[config.mk]
export PLATFORM = sky130hd
export DESIGN_NAME = serial_subtractor
export DESIGN_NICKNAME = d
export VERILOG_FILES = /design/src/rtl/serial_subtractor.sv
export SDC_FILE = /design/constraint.sdc
export NUM_CORES = 1
export LEC_CHECK = 0
export BUFFER_PORTS_ARGS = -buffer_cell sky130_fd_sc_hd__buf_2
export CAP_MARGIN = 10
export CORE_UTILIZATION = 40
export CTS_BUF_LIST = sky130_fd_sc_hd__clkbuf_4
export CTS_CLUSTER_SIZE = 20
export DETAILED_ROUTE_END_ITERATION = 7
export PLACE_DENSITY_LB_ADDON = 0.1
export SYNTH_ARGS = -nofsm -noshare
export SYNTH_HDL_FRONTEND = slang
export SYNTH_SLANG_ARGS = --single-unit
[constraint.sdc]
create_clock -name clk -period 1.7 [get_ports clk]
set_input_delay 0.255 -clock clk [delete_from_list [all_inputs] [get_ports clk]]
set_output_delay 0.255 -clock clk [all_outputs]
set_load 0.01 [all_outputs]
[src/rtl/serial_subtractor.sv]
// Bit-serial subtractor: computes a - b - bin one bit per cycle, LSB first.
// Results are loaded together on the last bit and held until the next completion.
module serial_subtractor #(
  parameter int WIDTH = 8
) (
  input  logic             clk,
  input  logic             rst,
  input  logic             start,
  input  logic [WIDTH-1:0] a,
  input  logic [WIDTH-1:0] b,
  input  logic             bin,
  output logic [WIDTH-1:0] diff,
  output logic             bout,
  output logic             ovf,
  output logic             busy,
  output logic             done
);

  localparam int CW = $clog2(WIDTH);

  localparam logic [1:0] IDLE  = 2'd0;
  localparam logic [1:0] SHIFT = 2'd1;
  localparam logic [1:0] DONE  = 2'd2;

  logic [1:0]       state;
  logic [CW-1:0]    cnt;
  logic [WIDTH-1:0] ra;
  logic [WIDTH-1:0] rb;
  logic [WIDTH-1:0] rd;
  logic             c;
  logic             sa;
  logic             sb;

  logic x;
  logic y;
  logic dbit;
  logic nb;
  logic last;

  always_comb begin
    x    = ra[0];
    y    = rb[0];
    dbit = x ^ y ^ c;
    nb   = (~x & y) | (~(x ^ y) & c);
    last = (cnt == CW'(WIDTH - 1));
  end

  assign busy = (state == SHIFT);
  assign done = (state == DONE);

  always_ff @(posedge clk) begin
    if (rst) begin
      state <= IDLE;
      cnt   <= '0;
      ra    <= '0;
      rb    <= '0;
      rd    <= '0;
      c     <= 1'b0;
      sa    <= 1'b0;
      sb    <= 1'b0;
      diff  <= '0;
      bout  <= 1'b0;
      ovf   <= 1'b0;
    end else begin
      unique case (state)
        IDLE, DONE: begin
          if (start) begin
            ra    <= a;
            rb    <= b;
            c     <= bin;
            sa    <= a[WIDTH-1];
            sb    <= b[WIDTH-1];
            rd    <= '0;
            cnt   <= '0;
            state <= SHIFT;
          end else begin
            state <= IDLE;
          end
        end
        SHIFT: begin
          ra <= ra >> 1;
          rb <= rb >> 1;
          c  <= nb;
          rd <= {dbit, rd[WIDTH-1:1]};
          // the final bit's dbit is the result MSB, so ovf uses it directly
          if (last) begin
            diff  <= {dbit, rd[WIDTH-1:1]};
            bout  <= nb;
            ovf   <= (sa != sb) && (dbit != sa);
            state <= DONE;
          end else begin
            cnt <= cnt + CW'(1);
          end
        end
        default: state <= IDLE;
      endcase
    end
  end

endmodule

==> results of run 1 <==
-- area by class of cell --
cell class	instances	area share [%]
Tap cell	48	3.105
Clock buffer	8	3.105
Timing Repair Buffer	40	12.16
Inverter	3	0.5821
Multi-Input combinational cell	142	38.49
Sequential cell	41	42.56
-- synth_stat cells (all sizes together) --
cell / instances
a311oi: 15
a2bb2oi: 1
a211oi: 1
nor2b: 2
nand3b: 2
and3b: 1
clkbuf: 6
ha: 2
nand2b: 3
nor2: 17
a21oi: 24
dfxtp: 41
buf: 9
nor3b: 1
nand3: 13
nand2: 57
fa: 1
inv: 3
or3b: 2
-- state kept, by name (all words and copies together), names as in the netlist --
name,count
sb,1
c,1
ovf,1
rb,8
bout,1
state,2
ra,8
sa,1
cnt,3
rd,7
diff,8
-- through the flow --
step	instances	utilization [%]	setup TNS, ns
3_5_place_dp	273	48.85	0
4_1_cts	281	50.43	0
3_3_place_gp	273	48.85	0
2_1_floorplan	201	-	0
5_1_grt	282	50.92	-0.009452
6_report	282	50.92	0
-- logic make-up (layout without fill, tap and decap cells) --
family	count (synthesis)	count (layout)
AND/OR/NAND/NOR	98	98
flip-flops	41	41
AO/OA/AOI/OAI	41	41
adder cells (fa/ha/maj)	3	3
buffers and inverters	18	51
-- power groups by stage --
stage	clock, mW	combinational [mW]	sequential [mW]
6_report	0.505	0.241	1.04
5_1_grt	0.564	0.272	1.04
4_1_cts	0.528	0.234	1.04
3_5_place_dp	0	0.232	1.06
3_3_place_gp	0	0.222	1.06
2_1_floorplan	0	0.160	1.05
-- timing repair --
item,4_1_cts,5_1_grt
pin swaps,1,2
buffers inserted,0,1
setup endpoints to repair,1,1
gates resized for setup,0,4
hold endpoints to repair,0,0
-- routing by layer --
layer  wire length, um  up-vias  track usage (%)
met4                76        0            10.37
met5                 0        -                0
li1                  -      752                -
met2              1569       24            28.44
met1              1599      663            20.29
met3               118        8            4.138
-- worst max-delay path, stage by stage, from the launching register on --
cell and delay (ns):
dfxtp_2 0.34, inv_1 0.05, fa_1 0.49, or3b_4 0.38
a311oi_2 0.26
-- path summary, 6_finish.rpt --
kind,endpoint,slack [ns],depth (start not counted)
setup / recovery,ovf,0.09,4
hold / removal,ra[1],0.16,3
setup reg to reg,ovf,0.09,4
hold reg to reg,diff[5],0.46,2
==> results.sh, run 1 <==
export IMPL_cp_max_fo=2
export IMPL_clockBufferDepth=2
export IMPL_grt_pass1_vias=1350
export IMPL_routabilityCongestion=0.7339
export IMPL_path_clk_slew_ns=0.11
export IMPL_synth_nets=224
export IMPL_finalSetupViolCount=0
export IMPL_routed_wirelength_um=3363
export IMPL_max_freq_mhz=622.5
export IMPL_comb_power_share_pct=13.5
export IMPL_io_buffer_count=31
export IMPL_syn2layout_area_growth_pct=17.30
export IMPL_power_switching_mw=0.4531
export IMPL_start_util_pct=43.41
export IMPL_period_needed_ns=1.606
export IMPL_grtUsageTotal_pct=17.34
export IMPL_outcome="complete, no violations"
export IMPL_worstMarginPinSlew_ns=0.4410
export IMPL_drtAntennaViolNets=0
export IMPL_powerDensity_mw_per_mm2=922.0
export IMPL_vias=1447
export IMPL_synth_xor_xnor_area_share_pct=0
export IMPL_synth_top_family_by_area="simple AND/OR/NAND/NOR gates"
export IMPL_synth_mux_area_fraction_pct=0
export IMPL_hp_start="a[1]"
export IMPL_grt_max_degree=33
export IMPL_drt_iter0_drc=56
export IMPL_hold_path_class="in -> reg"
export IMPL_slew_headroom_pct=70.60
export IMPL_final_cell_mix="nand2_1 (57), dfxtp_1 (39), buf_2 (31)"
export IMPL_drive_gt1_share_pct=23.08
export IMPL_r2r_start="rb[0]"
export IMPL_finalMaxSlewViolations=0
export IMPL_ys_ff_latch=41
export IMPL_cts_max_level=2
export IMPL_fin_hold_ws_ns=0.1568
export IMPL_crit_path_end_kind="flop"
export IMPL_num_nets_final=256
export IMPL_required_ns=1.96
export IMPL_remaining_drc_errors=0
export IMPL_crit_type="reg -> reg"
export IMPL_final_area_sq_mm=0.001934
export IMPL_power_mw=1.784
export IMPL_fin_ws_ns=0.09354
export IMPL_period_share_pct=94.50
export IMPL_cts_tree="built"
export IMPL_synth_seq_area_share_pct=49.77
export IMPL_yosysTopAreaCellShare_pct=49.77
export IMPL_numCtsBuffers=5
export IMPL_fin_skew_ns=0.007842
export IMPL_syn_instance_count=201
export IMPL_cts_sinks=41
export IMPL_synth_area_per_cell_sq_um=8.204
export IMPL_dieArea_sq_mm=0.004384
export IMPL_clkPwrFrac_pct=28.3
export IMPL_fp_dieH_um=66.21
export IMPL_worstSetupStartpoint="rb[0]"
export IMPL_place_ws_ns=0.03305
export IMPL_peakVddDrop_v=0.0005370
export IMPL_max_cap_violations=0
export IMPL_fp_coreArea_sq_mm=0.003799
export IMPL_dr_pass1_iters=4
export IMPL_p_leak_nw=0.7826
export IMPL_cts_hold_buf=0
export IMPL_vias_per_cell=5.131
export IMPL_dp_hpwl_um=2361
export IMPL_ys_warnings_count=0
export IMPL_synth_compound_area_share_pct=16.24
export IMPL_ys_types=22
export IMPL_syn_cell_area_sq_mm=0.001649
export IMPL_multi_input_area_sq_um=744.5
export IMPL_grt_antenna_before_repair=0
export IMPL_switching_share_pct=25.40
export IMPL_synth_fa_ha_area_share_pct=2.731
export IMPL_nFillCells=380
export IMPL_dpl_cell_area_sq_mm=0.001856
export IMPL_rows=22
export IMPL_diodes=0
export IMPL_clk_latency_ns=0.35
export IMPL_p_int_mw=1.330
export IMPL_wire_per_inst_um=11.93
export IMPL_p_seq_share_pct=58.2
export IMPL_grt_overflow=0
export IMPL_grt_pass1_wl_um=5706
export IMPL_hold_violations=0
export IMPL_synthTopCellsByArea="dfxtp_1 (50%), nand2_1 (13%), a311oi_1 (8.0%), a21oi_1 (7.3%), nand3_1 (3.9%)"
export IMPL_register_area_sq_um=823.3
export IMPL_yosysTopAreaCell="dfxtp_1"
export IMPL_cts_root_buf="clkbuf_4"
export IMPL_synth_simple_area_share_pct=25.64
export IMPL_io_pins=32
export IMPL_crit_arrival_ns=1.87
export IMPL_start_kind="flop"
export IMPL_fp_dieW_um=66.21
export IMPL_final_common_cell="nand2_1"
Power figures use the tool's default switching activity.
==> run 2: changes to the inputs <==
--- a/config.mk
+++ b/config.mk
@@ -7,7 +7,7 @@
 export LEC_CHECK = 0
 export BUFFER_PORTS_ARGS = -buffer_cell sky130_fd_sc_hd__buf_2
 export CAP_MARGIN = 10
-export CORE_UTILIZATION = 40
+export CORE_UTILIZATION = 51
 export CTS_BUF_LIST = sky130_fd_sc_hd__clkbuf_4
 export CTS_CLUSTER_SIZE = 20
 export DETAILED_ROUTE_END_ITERATION = 7
==> results.sh, run 2 (synthesis gave the netlist of run 1 again) <==
export IMPL_final_area_sq_mm=0.001922
export IMPL_worst_path_buf_inv=1
export IMPL_worstMarginPinSlew_ns=0.3897
export IMPL_fp_coreArea_sq_mm=0.003053
export IMPL_crit_type="reg -> reg"
export IMPL_cts_tree="built"
export IMPL_slew_headroom_pct=73.97
export IMPL_period_needed_ns=1.591
export IMPL_outcome="complete, no violations"
export IMPL_fin_setup_tns_ns=0
export IMPL_dpl_cell_area_sq_mm=0.001858
export IMPL_required_ns=1.96
export IMPL_fin_hold_ws_ns=0.1702
export IMPL_peakVddDrop_v=0.0004137
export IMPL_routabilityCongestion=0.7559
export IMPL_start_util_pct=54.02
export IMPL_power_mw=1.721
export IMPL_io_pins=32
export IMPL_crit_path_end_kind="flop"
export IMPL_grt_antenna_before_repair=0
export IMPL_cts_hold_buf=0
export IMPL_period_share_pct=93.59
export IMPL_cts_setup_buffers=0
export IMPL_wire_per_inst_um=11.59
export IMPL_dp_cells=270
export IMPL_drive_gt1_share_pct=23.18
export IMPL_finalMaxSlewViolations=0
export IMPL_top_regs="diff x8, ra x8, rb x8"
export IMPL_crit_arrival_ns=1.85
export IMPL_vias=1434
export IMPL_fin_ws_ns=0.1090
export IMPL_multi_input_area_sq_um=748.2
export IMPL_io_buffer_count=31
export IMPL_slowest_delay_ns=0.48
export IMPL_remaining_drc_errors=0
export IMPL_grt_pass1_wl_um=5664
export IMPL_syn2layout_area_growth_pct=16.54
export IMPL_routed_wirelength_um=3210
export IMPL_fp_dieW_um=58.87
export IMPL_max_freq_mhz=628.5
export IMPL_hold_path_class="in -> reg"
export IMPL_fin_util_pct=62.95
export IMPL_grtUsageTotal_pct=21.70
export IMPL_start_kind="flop"
export IMPL_powerDensity_mw_per_mm2=895.6
export IMPL_final_cell_mix="nand2_1 (57), dfxtp_1 (39), buf_2 (31)"
export IMPL_slowest_stage="fa_1"
export IMPL_diodes=0
export IMPL_final_common_cell="nand2_1"
export IMPL_place_ws_ns=0.04901
export IMPL_rows=20
export IMPL_dieArea_sq_mm=0.003465
export IMPL_crit_chain="inv_1 -> fa_1 -> or3b_4 -> a311oi_2"
export IMPL_grt_pass1_vias=1375
export IMPL_fin_skew_ns=0.003749
export IMPL_max_cap_violations=0
export IMPL_numCtsBuffers=5
export IMPL_clockBufferDepth=2
export IMPL_cp_max_fo=2
export IMPL_num_nets_final=256
export IMPL_finalSetupViolCount=0
export IMPL_clk_latency_ns=0.34
export IMPL_hold_violations=0
export IMPL_crit_family="adder cells"
export IMPL_p_leak_nw=0.7727
export IMPL_grt_max_degree=42
export IMPL_fp_dieH_um=58.87
export IMPL_register_area_sq_um=823.3
export IMPL_nFillCells=300
export IMPL_rsz0062_at_grt="no"
export IMPL_cts_max_level=2
export IMPL_cts_root_buf="clkbuf_4"
export IMPL_dr_pass1_iters=4
export IMPL_final_cells=277
export IMPL_grt_overflow=0
export IMPL_cts_sinks=41
export IMPL_drtAntennaViolNets=0
export IMPL_vias_per_cell=5.177
export IMPL_dp_hpwl_um=2273
export IMPL_path_clk_slew_ns=0.11
export IMPL_drt_iter0_drc=93
[run 2: worst min-delay path: stages]
cell and delay [ns]:
buf_2 0.09, nand2_1 0.04, a311oi_1 0.08
[run 2: routing by layer]
metal  part of all wire [%]  track usage, %  vias up  wire length, um
li1                       -               -      747                -
met1                     47           25.59      661             1510
met2                     48           37.01       21             1538
met3                    3.6           7.253        5              116
met4                    1.4           7.143        0               45
met5                      0               0        -                0
[run 2: layout make-up]
type / instances / share of cell area [%]
clock inverter: 1 / 0.1953
inverter: 3 / 0.5859
timing repair buffer: 40 / 12.24
multi-input combinational: 142 / 38.93
tap: 44 / 2.865
sequential: 41 / 42.84
clock buffer: 6 / 2.344
[run 2: worst paths after layout]
kind / start / end / slack [ns] / cells past startpoint
max: c / ovf / 0.11 / 4
min: b[6] / rb[6] / 0.17 / 3
min reg2reg: diff[7] / diff[7] / 0.46 / 2
max reg2reg: c / ovf / 0.11 / 4
[run 2: timing repair]
action                     CTS  global route
gates resized for setup      0             6
pin swaps                    1             1
setup endpoints to repair    1             3
[run 2: where the power goes]
group	switching (mW)	internal, mW
Clock	0.288	0.166
Combinational	0.126	0.102
Sequential	0.0301	1.01
